File: config.mk
export PLATFORM = sky130hd
export DESIGN_NAME = ysyx_23060096_ifu
export DESIGN_NICKNAME = d
export VERILOG_FILES = /design/src/rtl/ysyx_23060096_ifu_pkg.sv /design/src/rtl/ysyx_23060096_ifu_fifo.sv /design/src/rtl/ysyx_23060096_ifu.sv
export SDC_FILE = /design/constraint.sdc
export NUM_CORES = 1
export LEC_CHECK = 0
export ABC_AREA = 0
export CORE_MARGIN = 1.5
export CORE_UTILIZATION = 55
export CTS_CLUSTER_SIZE = 20
export DETAILED_ROUTE_END_ITERATION = 8
export PLACE_DENSITY = 0.84
export SLEW_MARGIN = 25
export SYNTH_ARGS = -nofsm -noshare
export SYNTH_HDL_FRONTEND = slang
export SYNTH_SLANG_ARGS = --single-unit
File: constraint.sdc
create_clock -name clk -period 8.9 [get_ports clk]
set_input_delay 0.89 -clock clk [delete_from_list [all_inputs] [get_ports clk]]
set_output_delay 0.89 -clock clk [all_outputs]
set_load 0.01 [all_outputs]
File: src/rtl/ysyx_23060096_ifu_pkg.sv
// Shared definitions for the instruction fetch unit.
//   XLEN             : PC / instruction width
//   RESET_PC_DEFAULT : first fetch address after reset
//   ifu_state_e      : fetch FSM encoding (REQ = may issue, WAIT = one request outstanding)
//   fetch_entry_t    : instruction buffer entry {pc, inst, err}
package ysyx_23060096_ifu_pkg;

  localparam int XLEN = 32;
  localparam logic [XLEN-1:0] RESET_PC_DEFAULT = 32'h8000_0000;

  typedef enum logic {
    ST_REQ  = 1'b0,
    ST_WAIT = 1'b1
  } ifu_state_e;

  typedef struct packed {
    logic [XLEN-1:0] pc;
    logic [XLEN-1:0] inst;
    logic            err;
  } fetch_entry_t;

  // Force a target address onto a word boundary.
  function automatic logic [XLEN-1:0] align_word(input logic [XLEN-1:0] addr);
    return {addr[XLEN-1:2], 2'b00};
  endfunction

endpackage

File: src/rtl/ysyx_23060096_ifu_fifo.sv
// Synchronous instruction buffer with flush.
//   clk, rst   : clock, asynchronous active-high reset
//   flush      : discard all entries (wins over push and pop)
//   push, push_data : write one entry
//   pop        : remove the head entry
//   count      : number of valid entries
//   empty      : no valid entries
//   head       : oldest entry, read straight from the storage registers
// The caller guarantees no push while full; a push in that case is ignored.
module ysyx_23060096_ifu_fifo
  import ysyx_23060096_ifu_pkg::*;
#(
  parameter int DEPTH = 2,
  localparam int AW = $clog2(DEPTH),
  localparam int CW = AW + 1
) (
  input  logic          clk,
  input  logic          rst,
  input  logic          flush,
  input  logic          push,
  input  fetch_entry_t  push_data,
  input  logic          pop,
  output logic [CW-1:0] count,
  output logic          empty,
  output fetch_entry_t  head
);

  fetch_entry_t  mem [DEPTH];
  logic [AW-1:0] wr_ptr;
  logic [AW-1:0] rd_ptr;
  logic [CW-1:0] cnt;
  logic          do_push;
  logic          do_pop;

  assign do_push = push && (cnt != CW'(DEPTH));
  assign do_pop  = pop && (cnt != '0);

  always_ff @(posedge clk or posedge rst) begin
    if (rst) begin
      wr_ptr <= '0;
      rd_ptr <= '0;
      cnt    <= '0;
    end else if (flush) begin
      wr_ptr <= '0;
      rd_ptr <= '0;
      cnt    <= '0;
    end else begin
      if (do_push) wr_ptr <= wr_ptr + 1'b1;
      if (do_pop)  rd_ptr <= rd_ptr + 1'b1;
      cnt <= cnt + CW'(do_push) - CW'(do_pop);
    end
  end

  // Storage needs no reset: an entry is only visible once counted.
  always_ff @(posedge clk) begin
    if (do_push && !flush) mem[wr_ptr] <= push_data;
  end

  assign count = cnt;
  assign empty = (cnt == '0);
  assign head  = mem[rd_ptr];

endmodule

File: src/rtl/ysyx_23060096_ifu.sv
// Instruction fetch unit.
//   clk, rst                 : clock, asynchronous active-high reset
//   imem_req_valid/ready/addr: word fetch request channel
//   imem_rsp_valid/data/err  : in-order response channel (valid only)
//   redirect_valid/pc        : restart fetch at a new address, flushing everything
//   out_valid/ready          : instruction handoff to decode
//   out_inst/pc/err          : head entry (zero when out_valid is low)
//   dbg_state                : current fetch FSM state
// Handshakes: a transfer happens on a rising edge where valid && ready; a
// raised valid and its payload stay stable until that transfer happens.
module ysyx_23060096_ifu
  import ysyx_23060096_ifu_pkg::*;
#(
  parameter logic [XLEN-1:0] RESET_PC   = RESET_PC_DEFAULT,
  parameter int              FIFO_DEPTH = 2
) (
  input  logic            clk,
  input  logic            rst,
  output logic            imem_req_valid,
  input  logic            imem_req_ready,
  output logic [XLEN-1:0] imem_req_addr,
  input  logic            imem_rsp_valid,
  input  logic [XLEN-1:0] imem_rsp_data,
  input  logic            imem_rsp_err,
  input  logic            redirect_valid,
  input  logic [XLEN-1:0] redirect_pc,
  output logic            out_valid,
  input  logic            out_ready,
  output logic [XLEN-1:0] out_inst,
  output logic [XLEN-1:0] out_pc,
  output logic            out_err,
  output ifu_state_e      dbg_state
);

  localparam int CW = $clog2(FIFO_DEPTH) + 1;

  ifu_state_e      state_q, state_d;
  logic [XLEN-1:0] fetch_pc_q, fetch_pc_d;
  logic [XLEN-1:0] req_pc_q, req_pc_d;   // address of the raised / outstanding request
  logic            pending_q, pending_d; // request raised but not yet accepted
  logic            drop_q, drop_d;       // discard the response of the current request
  logic            started_q;            // keeps the request low until the first edge after reset

  logic [CW-1:0]   fifo_count;
  logic            fifo_empty;
  fetch_entry_t    fifo_head;
  fetch_entry_t    push_entry;
  logic            credit;
  logic            rsp_take;
  logic            push;
  logic            pop;

  // Buffered entries plus the outstanding request must fit in the FIFO.
  assign credit = (fifo_count + CW'(state_q == ST_WAIT)) < CW'(FIFO_DEPTH);

  always_comb begin
    state_d        = state_q;
    fetch_pc_d     = fetch_pc_q;
    req_pc_d       = req_pc_q;
    drop_d         = drop_q;
    pending_d      = 1'b0;
    rsp_take       = 1'b0;
    imem_req_valid = 1'b0;
    // A pending request keeps its original address even across a redirect.
    imem_req_addr  = pending_q ? req_pc_q : fetch_pc_q;

    case (state_q)
      ST_REQ: begin
        imem_req_valid = started_q && credit;
        if (imem_req_valid) begin
          req_pc_d = imem_req_addr;
          if (imem_req_ready) begin
            state_d = ST_WAIT;
            // drop_q here means a redirect already replaced fetch_pc.
            if (!drop_q) fetch_pc_d = fetch_pc_q + 32'd4;
          end else begin
            pending_d = 1'b1;
          end
        end
      end
      ST_WAIT: begin
        if (imem_rsp_valid) begin
          rsp_take = !drop_q;
          drop_d   = 1'b0;
          state_d  = ST_REQ;
        end
      end
      default: state_d = ST_REQ;
    endcase

    if (redirect_valid) begin
      fetch_pc_d = align_word(redirect_pc);
      // Any request whose response is still to come must be discarded.
      if ((state_q == ST_WAIT && !imem_rsp_valid) || imem_req_valid) drop_d = 1'b1;
    end
  end

  always_ff @(posedge clk or posedge rst) begin
    if (rst) begin
      state_q    <= ST_REQ;
      fetch_pc_q <= RESET_PC;
      req_pc_q   <= RESET_PC;
      pending_q  <= 1'b0;
      drop_q     <= 1'b0;
      started_q  <= 1'b0;
    end else begin
      state_q    <= state_d;
      fetch_pc_q <= fetch_pc_d;
      req_pc_q   <= req_pc_d;
      pending_q  <= pending_d;
      drop_q     <= drop_d;
      started_q  <= 1'b1;
    end
  end

  assign push_entry = '{pc: req_pc_q, inst: imem_rsp_data, err: imem_rsp_err};
  assign push       = rsp_take && !redirect_valid;
  assign pop        = !fifo_empty && out_ready && !redirect_valid;

  ysyx_23060096_ifu_fifo #(
    .DEPTH(FIFO_DEPTH)
  ) u_fifo (
    .clk      (clk),
    .rst      (rst),
    .flush    (redirect_valid),
    .push     (push),
    .push_data(push_entry),
    .pop      (pop),
    .count    (fifo_count),
    .empty    (fifo_empty),
    .head     (fifo_head)
  );

  assign out_valid = !fifo_empty;
  assign out_pc    = out_valid ? fifo_head.pc   : '0;
  assign out_inst  = out_valid ? fifo_head.inst : '0;
  assign out_err   = out_valid ? fifo_head.err  : 1'b0;
  assign dbg_state = state_q;

  // Memory may only answer a request that is outstanding.
  rsp_only_in_wait: assert property (@(posedge clk) disable iff (rst)
    imem_rsp_valid |-> (state_q == ST_WAIT));

endmodule
* Yosys cells after proc, flatten, opt, wreduce, memory -nomap -nowiden
Memory sizes are Yosys's and may differ from the RTL's.
Cells that the tools add are included.
** Storage, ports and cells
- Register bits :: 72
- Bits in writable memories :: 130
- Input bits :: 71
- Output and inout bits :: 100
- Logic and storage cells :: 72
- Memories :: 1
** Operators by class
- Add/subtract/negate cells :: 6
- Magnitude comparators :: 1
- Equality and inequality tests :: 3
- Muxes and demuxes :: 30
- Bitwise logic cells :: 1
- Reduce and logical (&&, ||, !) cells :: 21
** Memory list
- u_fifo.mem :: words 2, bits a word 65, rd ports 1, clocked after memory_dff 0, wr ports 1, RTL line ysyx_23060096_ifu_fifo.sv:28 : fetch_entry_t mem [DEPTH];
** Operators by type and width (count)
- $mux 32 :: 8
- $add 32x3->32 const B :: 1
- $mux 1 :: 20
- $reduce_bool 2->1 :: 5
- $logic_and 1x1->1 :: 8
- $ne 2x2->1 const B :: 3
- $add 2x1->2 :: 2
- $logic_not 1->1 :: 4
- $reduce_and 4->1 :: 1
- $add 1x1->1 const B :: 2
- $logic_not 2->1 :: 1
- $lt 2x2->1 const B :: 1
- $mux 2 :: 1
- $pmux 1 s2 :: 1
- $reduce_and 2->1 :: 1
- $sub 2x1->2 :: 1
- $logic_or 1x1->1 :: 1
- $not 1->1 :: 1

* Depth between registers and ports, before layout
Gate-level depths: netlist of run 1.
- Word-level depth :: 8
- Depth in mapped cells :: 10
- Mapped depth without buffers :: 10

* Modules after synthesis
Synthesis of run 1 repeated with hierarchy kept, for this count alone.
** Unflattened totals
- Cells, all modules :: 685
- Area total of the unflattened synthesis :: 8979.9 sq um
** Modules (own cells, without submodules)
- ysyx_23060096_ifu_fifo :: times used 1, cells an instance 225, area an instance 5082.4 sq um, sequential area each 4003.8 sq um
- ysyx_23060096_ifu :: times used 1, cells an instance 460, area an instance 3897.5 sq um, sequential area each 1654.1 sq um

* Worst setup path before layout of run 1
No wires, ideal clock.
- Path type :: input to register
- Start point :: in imem_rsp_valid
- End point :: mem u_fifo.mem[0][0] in the netlist's numbering, enable pin
- Library setup time :: 0.497 ns
- Arrival time :: 4.548 ns
- Data required time :: 8.403 ns
- Path slack :: 3.854 ns
- Stages :: 3
- Buffers on the path :: 0
- Path through :: nand2_1 a2111oi_0 nor2b_1
** Between the ends
- Word-level cells in the longest chain between the ends :: 7
** Ends and longest elaborated chain
- start, declared :: RTL line ysyx_23060096_ifu.sv:22 : input logic imem_rsp_valid,
- $mux 1 :: RTL line ysyx_23060096_ifu.sv:82 : if (imem_rsp_valid) begin
- $mux 1 :: RTL line ysyx_23060096_ifu.sv:67 : case (state_q)
- $logic_and 1x1->1 :: RTL line ysyx_23060096_ifu.sv:117 : assign push = rsp_take && !redirect_valid;
- $logic_and 1x1->1 :: RTL line ysyx_23060096_ifu_fifo.sv:35 : assign do_push = push && (cnt != CW'(DEPTH));
- $logic_and 1x1->1 :: RTL line ysyx_23060096_ifu_fifo.sv:56 : if (do_push && !flush) mem[wr_ptr] <= push_data;
- $mux 1 :: RTL line ysyx_23060096_ifu_fifo.sv:56
- $mux 1 (not written as such) :: RTL line ysyx_23060096_ifu_fifo.sv:56
- end, declared :: RTL line ysyx_23060096_ifu_fifo.sv:28
Every way passes these cells.

* Worst setup path in the final report of run 1
- Start point :: reg u_fifo.cnt[1], in the netlist u_fifo.count[1]
- End point :: out imem_req_valid
** Between the ends
- Word-level cells in the longest chain between the ends :: 4
** Ends and longest elaborated chain
- start, declared :: RTL line ysyx_23060096_ifu_fifo.sv:31 : logic [CW-1:0] cnt;
- start signal, assigned :: RTL line ysyx_23060096_ifu_fifo.sv:50 : cnt <= cnt + CW'(do_push) - CW'(do_pop);
- $add 2x1->2 :: RTL line ysyx_23060096_ifu.sv:54 : assign credit = (fifo_count + CW'(state_q == ST_WAIT)) < CW'(FIFO_DEPTH);
- $lt 2x2->1 :: RTL line ysyx_23060096_ifu.sv:54
- $logic_and 1x1->1 :: RTL line ysyx_23060096_ifu.sv:69 : imem_req_valid = started_q && credit;
- $mux 1 :: RTL line ysyx_23060096_ifu.sv:67
- end, declared :: RTL line ysyx_23060096_ifu.sv:19 : output logic imem_req_valid,
Every way passes these cells.

==> results of run 1 <==
[layout make-up]
| type | instances | area (um2) | share of cell area (%) |
|---|---|---|---|
| clock inverter | 9 | 90.1 | 0.804 |
| clock buffer | 23 | 498 | 4.45 |
| tap | 211 | 264 | 2.36 |
| inverter | 12 | 45.0 | 0.402 |
| timing repair buffer | 176 | 1760 | 15.7 |
| multi-input combinational | 473 | 2890 | 25.8 |
| sequential | 200 | 5660 | 50.5 |
[report_power, final]
group	total, mW	switching (mW)	internal, mW	leakage, nW
logic	0.338	0.169	0.169	1.69
clock network	0.750	0.325	0.425	0.286
registers	1.14	0.0664	1.07	2.02
total	2.23	0.561	1.67	3.99
[cell usage after synthesis, types with 9 or more instances]
master and count:
mux2i_1 66, o21ai_0 18, inv_1 11, a31oi_1 9
clkbuf_1 30, nand2_1 121, o31ai_1 14, nor2b_1 10
nand3_1 20, nand4_1 18, dfrtp_1 68, nor2_1 89
edfxtp_1 130, mux2_2 25
[per-stage QoR]
stage | hold slack (ns) | total power, mW
after floorplan | 0.448 | 1.32
after global placement | 0.460 | 1.47
after detailed placement | 0.469 | 1.49
after CTS | 0.478 | 2.24
after global routing | 0.497 | 2.31
final | 0.478 | 2.23
[cells by family after synthesis]
logic type               share of synthesized area, %
adder cells (fa/ha/maj)                         0.430
multiplexers                                     10.8
XOR/XNOR                                         1.00
other                                          0.0430
AO/OA/AOI/OAI                                    5.01
AND/OR/NAND/NOR                                  15.6
flip-flops                                       64.9
buffers and inverters                            2.27
[per-layer routing]
metal / vias to the layer above / part of all wire [%] / global-route usage [%]
met2: 303 / 50 / 42.5
met4: 0 / 2.5 / 9.78
met1: 3118 / 40 / 30.6
met3: 42 / 7.3 / 4.95
li1: 2921 / - / -
met5: - / 0 / 0
[how the worst max path moves through the flow]
stage | startpoint | to | slack [ns] | cells past startpoint
after CTS | imem_rsp_valid | u_fifo.mem[0][27]$_DFFE_PP_ | 5.42 | 5
after global routing | redirect_valid | u_fifo.mem[0][22]$_DFFE_PP_ | 5.41 | 4
after floorplan | imem_rsp_valid | u_fifo.mem[0][0]$_DFFE_PP_ | 3.85 | 3
after detailed placement | imem_rsp_valid | u_fifo.mem[0][45]$_DFFE_PP_ | 4.97 | 5
final | u_fifo.count[1]$_DFF_PP0_ | imem_req_valid | 5.56 | 4
after global placement | imem_rsp_valid | u_fifo.mem[0][50]$_DFFE_PP_ | 5.10 | 5
[registers in the layout, summed over array words and instances (netlist names)]
signal,flops
dbg_state,1
drop_q,1
fetch_pc_q,30
pending_q,1
req_pc_q,32
started_q,1
u_fifo.count,2
u_fifo.mem,130
u_fifo.rd_ptr,1
u_fifo.wr_ptr,1
[worst max-delay path, stage by stage (launching register included)]
cell and delay [ns]:
dfrtp_1 0.45, or3b_1 0.60, buf_4 0.34, clkinv_1 0.10
clkdlybuf4s50_1 0.54
==> results.cfg, run 1 <==
[timing]
grt_setup_unrepaired = false
layout_setup_ws_ns = 5.56
setup-tns-final_ns = 0
drv_slew = 0
report.final.setup_viol = 0
fin_worst_skew_ns = 0.00899
final-hold-violation-count = 0
final.period_utilization_pct = 37.6
timing.max_slew.rel_slack_pct = 25.3
max_freq_mhz = 299
pin_slew_with_the_least_headroom_to_its_limit_ns = 1.11
period_minus_slack_ns = 3.34

[synthesis]
synth_top_area_share_pct = 44.7
syn-instance-count = 725
ys_ff_latch = 200
synth_enable_flop_cells = 130
top_cells_by_area_synth = edfxtp_1 45%, dfrtp_1 20%, mux2i_1 7.6%
synthesis.area_um2 = 8720
synth_cell_types = 49
predominant_post_synthesis_flop_cell = edfxtp_1
ys_warn_count = 0
biggest_area_consumer_among_synthesized_cells = edfxtp_1
async_s_r_ff_share_synth_pct = 35.0
synthesis.nets = 799
syn_avg_cell_area_um2 = 12.0
synth_seq_area_share_pct = 64.9

[route]
wirelength_per_cell_um = 18.3
detailedRoute.firstIterationViolations = 569
firstDrtPassIters = 5
drt-vias-per-instance = 5.78
drcViolationCount = 0
final_antenna_net_count = 0
routed_wl_mm = 20.2
route.vias.total = 6384

[power_and_ir_drop]
power_density_nw_per_um2 = 199
vdd_drop_max_uv = 139
cellLeakagePower_nw = 3.99

[floorplanning]
top_level_ports = 171
vertical_die_dimension_um = 129
floorplan.initialDensity_pct = 56.8
die_area_um2 = 16600
fp.coreArea_um2 = 15400
floorplan.die.width_um = 129
fp-row-count = 45

[hold_path]
whs_path_depth = 2
holdPathEnd = req_pc_q[31]$_DFFE_PP1P_
min-delay-start = req_pc_q[31]$_DFFE_PP1P_
hp-class = reg -> reg

[setup_path]
critPathRequiredTime_ns = 8.01
r2r_end = fetch_pc_q[13]$_DFFE_PP0P_
critical_path_arrival_ns = 2.45
worst_setup_path_start_kind = flop
worstReg2RegStart = u_fifo.count[1]$_DFF_PP0_
timing.critical_path.to_type = output port
category_of_the_most_critical_setup_path = reg -> out
worst-r2r-cell-count = 7
worst-r2r-setup-slack_ns = 5.73
worst-path-max-fanout = 30

[placement]
dp.cells = 1072
dp_hpwl_mm = 13.2
gpl.final_weighted_congestion = 0.892
placedInstanceArea_um2 = 10600
port-buffer-count = 168
place_worst_setup_slack_ns = 4.97

[clock_network]
cts-root-to-sink-buffers = 2
cts_inserted_buffers = 17
postCtsSetupBuffers = 0
postCtsResizedCells = 0
ctsHtreeMaxLevel = 4
clk_pin_slew_ns = 0.06
clock_latency_ns = 0.43
tritoncts = done
root_buffer = clkbuf_16
cts_hold_buf = 0
clock_sinks = 200

[flow_run]
timing.max_cap.violations = 0

[finish]
design_area_um2 = 11200
n_antenna_cell = 0
most-common-layout-cells = 167 x clkdlybuf4s50_1, 130 x edfxtp_1, 121 x nand2_1
layout_fillers = 1035
final_common_cell = clkdlybuf4s50_1
fin_cells = 1104
layout-area-overhead-vs-synth_pct = 28.4
final_net_count = 954
final_core_util_pct = 72.9
final_layout_size_suffix_gt1_share_pct = 8.17

[grt]
grt_start_max_net_pins = 71
antenna_found_initial = 0
gr-usage-all-layers_pct = 24.6
grt_pass1_vias = 6234
globalRouteOverflowTotal = 0
grt_pass1_wl_mm = 31.4

[outcome]
run_status = finished, final reports clean
(Power assumes the default switching activity.)
==> run 2, diff against run 1 <==
CORE_UTILIZATION = 52   (was 55)
PLACE_DENSITY = 0.8   (was 0.84)
clock period = 3.1 ns   (was 8.9 ns; I/O delays follow)
==> results.cfg, run 2 (same netlist as run 1, synthesis figures left out) <==
[floorplanning]
fp.coreArea_um2 = 16500
die_area_um2 = 17600
top_level_ports = 171
fp-row-count = 47
vertical_die_dimension_um = 133
floorplan.initialDensity_pct = 53.0
floorplan.die.width_um = 133

[finish]
final_layout_size_suffix_gt1_share_pct = 8.98
most-common-layout-cells = 167 x clkdlybuf4s50_1, 130 x edfxtp_1, 121 x nand2_1
final_net_count = 963
layout_fillers = 1218
largest_register_ff_count = 130
design_area_um2 = 11300
final_common_cell = clkdlybuf4s50_1
regMostFlops = u_fifo.mem
area.sequential_um2 = 5660
n_antenna_cell = 0
biggestRegsByFlops = u_fifo.mem (130), req_pc_q (32), fetch_pc_q (30)
layout-area-overhead-vs-synth_pct = 29.9
multi_input_gate_area_in_the_final_layout_um2 = 2890
fin_cells = 1122
final_core_util_pct = 68.8

[grt]
globalRouteOverflowTotal = 0
antenna_found_initial = 0
grt_start_max_net_pins = 67
grt_pass1_vias = 5911
gr-usage-all-layers_pct = 22.8
grt_pass1_wl_mm = 31.0

[hold_path]
hp-class = in -> async

[timing]
layout_setup_ws_ns = 0.480
whs_ns = 0.271
report.final.setup_viol = 0
drv_slew = 0
max_freq_mhz = 382
fin_worst_skew_ns = 0.00877
setup-tns-final_ns = 0
timing.max_slew.rel_slack_pct = 40.6
pin_slew_with_the_least_headroom_to_its_limit_ns = 0.885
period_minus_slack_ns = 2.62
final-hold-violation-count = 0
grt_setup_unrepaired = false
final.period_utilization_pct = 84.5

[clock_network]
postCtsResizedCells = 0
cts_inserted_buffers = 17
tritoncts = done
root_buffer = clkbuf_16
postCtsSetupBuffers = 0
cts-root-to-sink-buffers = 2
clk_pin_slew_ns = 0.07
clock_latency_ns = 0.43
cts_hold_buf = 0
ctsHtreeMaxLevel = 4
clock_sinks = 200

[power_and_ir_drop]
cellLeakagePower_nw = 4.05
power_density_nw_per_um2 = 571
post-layout-total-power_mw = 6.48
vdd_drop_max_uv = 457

[placement]
placedInstanceArea_um2 = 10700
gpl.final_weighted_congestion = 0.887
dp_hpwl_mm = 12.8
place_worst_setup_slack_ns = 0.313
port-buffer-count = 168
dp.cells = 1090

[setup_path]
critPathRequiredTime_ns = 2.79
timing.critical_path.to_type = output port
category_of_the_most_critical_setup_path = reg -> out
worst_setup_path_start_kind = flop
worst-path-max-fanout = 42
critical_path_arrival_ns = 2.31

[route]
firstDrtPassIters = 5
route.vias.total = 6195
drcViolationCount = 0
drt-vias-per-instance = 5.52
final_antenna_net_count = 0
detailedRoute.firstIterationViolations = 422
routed_wl_mm = 19.5
wirelength_per_cell_um = 17.4

[flow_run]
timing.max_cap.violations = 0

[outcome]
run_status = finished, final reports clean
==> run 2: changes by cell type in the layout (fill, tap and decap cells not counted), sizes merged <==
cell / before / now
buf: 9 / 18
clkbuf: 23 / 19
inv: 12 / 15
bufinv: 1 / 3
clkinv: 6 / 4
clkinvlp: 2 / 3
==> run 2: worst max-delay path: stages, from the launching register on <==
cell             delay, ns
dfrtp_1               0.45
or3b_1                0.41
buf_4                 0.31
clkinv_1              0.13
clkdlybuf4s50_1       0.58
==> run 2: report_power, final <==
part           switching (mW)  internal [mW]  total, mW
combinational           0.479          0.496      0.975
sequential              0.190           3.08       3.27
clock                   0.956           1.28       2.23
total                    1.63           4.85       6.48
==> run 2: final cells by class <==
cell class                      instances  share of cell area (%)
Inverter                               12                   0.397
Clock inverter                         13                    1.47
Timing Repair Buffer                  185                    16.5
Tap cell                              220                    2.43
Multi-Input combinational cell        473                    25.5
Clock buffer                           19                    3.82
Sequential cell                       200                    50.0
==> run 2: path summary, 6_finish.rpt <==
path                                      startpoint                         end  slack [ns]  cells after the start
max in group asynchronous                        rst    req_pc_q[31]$_DFFE_PP1P_        2.11                      3
min in group clk                      redirect_valid   u_fifo.wr_ptr$_DFFE_PP0P_        0.39                      4
max                        u_fifo.count[1]$_DFF_PP0_              imem_req_valid        0.48                      4
min                                              rst    req_pc_q[15]$_DFFE_PP0P_        0.27                      2
min reg2reg                 req_pc_q[31]$_DFFE_PP1P_    req_pc_q[31]$_DFFE_PP1P_        0.48                      2
max reg2reg                u_fifo.count[1]$_DFF_PP0_  fetch_pc_q[16]$_DFFE_PP0P_        0.48                      4
==> run 2: per-layer routing <==
layer	share of wire (%)	wire length (um)	global-route usage (%)
met4	1.8	350	7.94
met1	43	8320	30.3
met2	50	9710	38.2
met5	0	0	0
met3	5.9	1160	4.10
==> run 3, diff against run 2 <==
clock period = 2.7 ns   (was 3.1 ns; I/O delays follow)
==> results.cfg, run 3 (same netlist as run 1, synthesis figures left out) <==
[power_and_ir_drop]
power_density_nw_per_um2 = 650
vdd_drop_max_uv = 438
clock_power_share_pct = 34.1
power_dissipated_by_switching_net_loads_mw = 1.85
seq_power_share_pct = 50.9
cell_internal_pwr_mw = 5.53
cellLeakagePower_nw = 4.07
netSwitchingFraction_pct = 25.1
post-layout-total-power_mw = 7.38
combinationalPowerShare_pct = 15.0

[finish]
layout_fillers = 1220
final_common_cell = clkdlybuf4s50_1
largest_register_ff_count = 130
n_antenna_cell = 0
final_core_util_pct = 69.0
biggestRegsByFlops = u_fifo.mem (130), req_pc_q (32), fetch_pc_q (30)
layout-area-overhead-vs-synth_pct = 30.2
regMostFlops = u_fifo.mem
final_layout_size_suffix_gt1_share_pct = 9.39
final_net_count = 966
most-common-layout-cells = 167 x clkdlybuf4s50_1, 130 x edfxtp_1, 121 x nand2_1

[route]
final_antenna_net_count = 0
wirelength_per_cell_um = 16.8
route.vias.total = 6173
routed_wl_mm = 18.9
drt-vias-per-instance = 5.49
drcViolationCount = 0
detailedRoute.firstIterationViolations = 374
firstDrtPassIters = 4

[clock_network]
postCtsSetupBuffers = 0
clock_sinks = 200
postCtsResizedCells = 0
cts_hold_buf = 0
tritoncts = done
clk_pin_slew_ns = 0.07
cts-root-to-sink-buffers = 2
ctsHtreeMaxLevel = 4
root_buffer = clkbuf_16
cts_inserted_buffers = 17
clock_latency_ns = 0.43

[grt]
gr-usage-all-layers_pct = 22.1
globalRouteOverflowTotal = 0
grt_pass1_vias = 5870
grt_start_max_net_pins = 67
grt_pass1_wl_mm = 30.3
antenna_found_initial = 1

[timing]
layout_setup_ws_ns = 0.147
max_freq_mhz = 392
whs_ns = 0.264
drv_slew = 0
pin_slew_with_the_least_headroom_to_its_limit_ns = 0.821
final.period_utilization_pct = 94.6
timing.max_slew.rel_slack_pct = 44.9
setup-tns-final_ns = 0
period_minus_slack_ns = 2.55
fin_worst_skew_ns = 0.0115
report.final.setup_viol = 0
final-hold-violation-count = 0
grt_setup_unrepaired = false

[setup_path]
worst-path-max-fanout = 42
worst_setup_path_start_kind = flop
critical_path_arrival_ns = 2.28
worst-r2r-cell-count = 4
critPathRequiredTime_ns = 2.43
timing.critical_path.to_type = output port
category_of_the_most_critical_setup_path = reg -> out
worst-r2r-setup-slack_ns = 0.21
r2r_end = fetch_pc_q[24]$_DFFE_PP0P_
worstReg2RegStart = u_fifo.count[1]$_DFF_PP0_

[floorplanning]
fp-row-count = 47
vertical_die_dimension_um = 133
floorplan.die.width_um = 133
top_level_ports = 171
floorplan.initialDensity_pct = 53.0
fp.coreArea_um2 = 16500
die_area_um2 = 17600

[placement]
place_worst_setup_slack_ns = 0.143
gpl.final_weighted_congestion = 0.872
port-buffer-count = 168
dp_hpwl_mm = 12.7

[hold_path]
hp-class = in -> async

[outcome]
run_status = finished, final reports clean

[flow_run]
timing.max_cap.violations = 0
-- run 3: changes by cell type in the layout (fill, tap and decap cells not counted), sizes merged --
cell / change
clkbuf: +1
inv: -1
clkinv: +3
buf: +3
clkinvlp: -2
bufinv: -1
-- run 3: metal layers --
metal,GRT usage (%),vias to the layer above,share of wire [%]
met5,0,-,0.063
met4,8.97,2,2.2
met3,4.52,36,6.5
met2,35.5,242,48
met1,29.8,2945,43
li1,-,2948,-
-- run 3: power by group through the flow --
stage	clock network (mW)	logic (mW)	registers [mW]
2_1_floorplan	0	0.614	3.73
3_3_place_gp	0	1.09	3.79
3_5_place_dp	0	1.11	3.81
4_1_cts	2.56	1.12	3.75
5_1_grt	2.67	1.22	3.78
6_report	2.52	1.11	3.76
-- run 3: area by class of cell --
cell class                 instances  area (um2)  area share [%]
inverter                          12        45.0           0.397
multi-input combinational        473        2890            25.4
sequential                       200        5660            49.9
clock inverter                    12         141            1.25
timing repair buffer             188        1890            16.6
clock buffer                      20         457            4.02
tap                              220         275            2.42
-- run 3: worst max-delay path by stage --
stage	from	end	slack, ns
final	u_fifo.count[1]$_DFF_PP0_	imem_req_valid	0.15
after global routing	u_fifo.rd_ptr$_DFFE_PP0P_	out_pc[25]	0.009
after CTS	u_fifo.rd_ptr$_DFFE_PP0P_	out_inst[2]	0.10
after detailed placement	imem_req_ready	fetch_pc_q[16]$_DFFE_PP0P_	0.14
after global placement	imem_req_ready	fetch_pc_q[24]$_DFFE_PP0P_	0.22
after floorplan	dbg_state$_DFF_PP0_	u_fifo.mem[0][0]$_DFFE_PP_	0.02
-- run 3: worst max-delay path, stage by stage, from the launching register on --
cell	delay (ns)
dfrtp_1	0.44
or3b_1	0.40
buf_4	0.29
clkinv_1	0.12
clkdlybuf4s50_1	0.59
-- run 3: through the flow --
stage          cell area [um2]  cells
2_1_floorplan             8730    725
3_3_place_gp             10800   1093
3_5_place_dp             10800   1093
4_1_cts                  11400   1125
5_1_grt                  11400   1125
6_report                 11400   1125
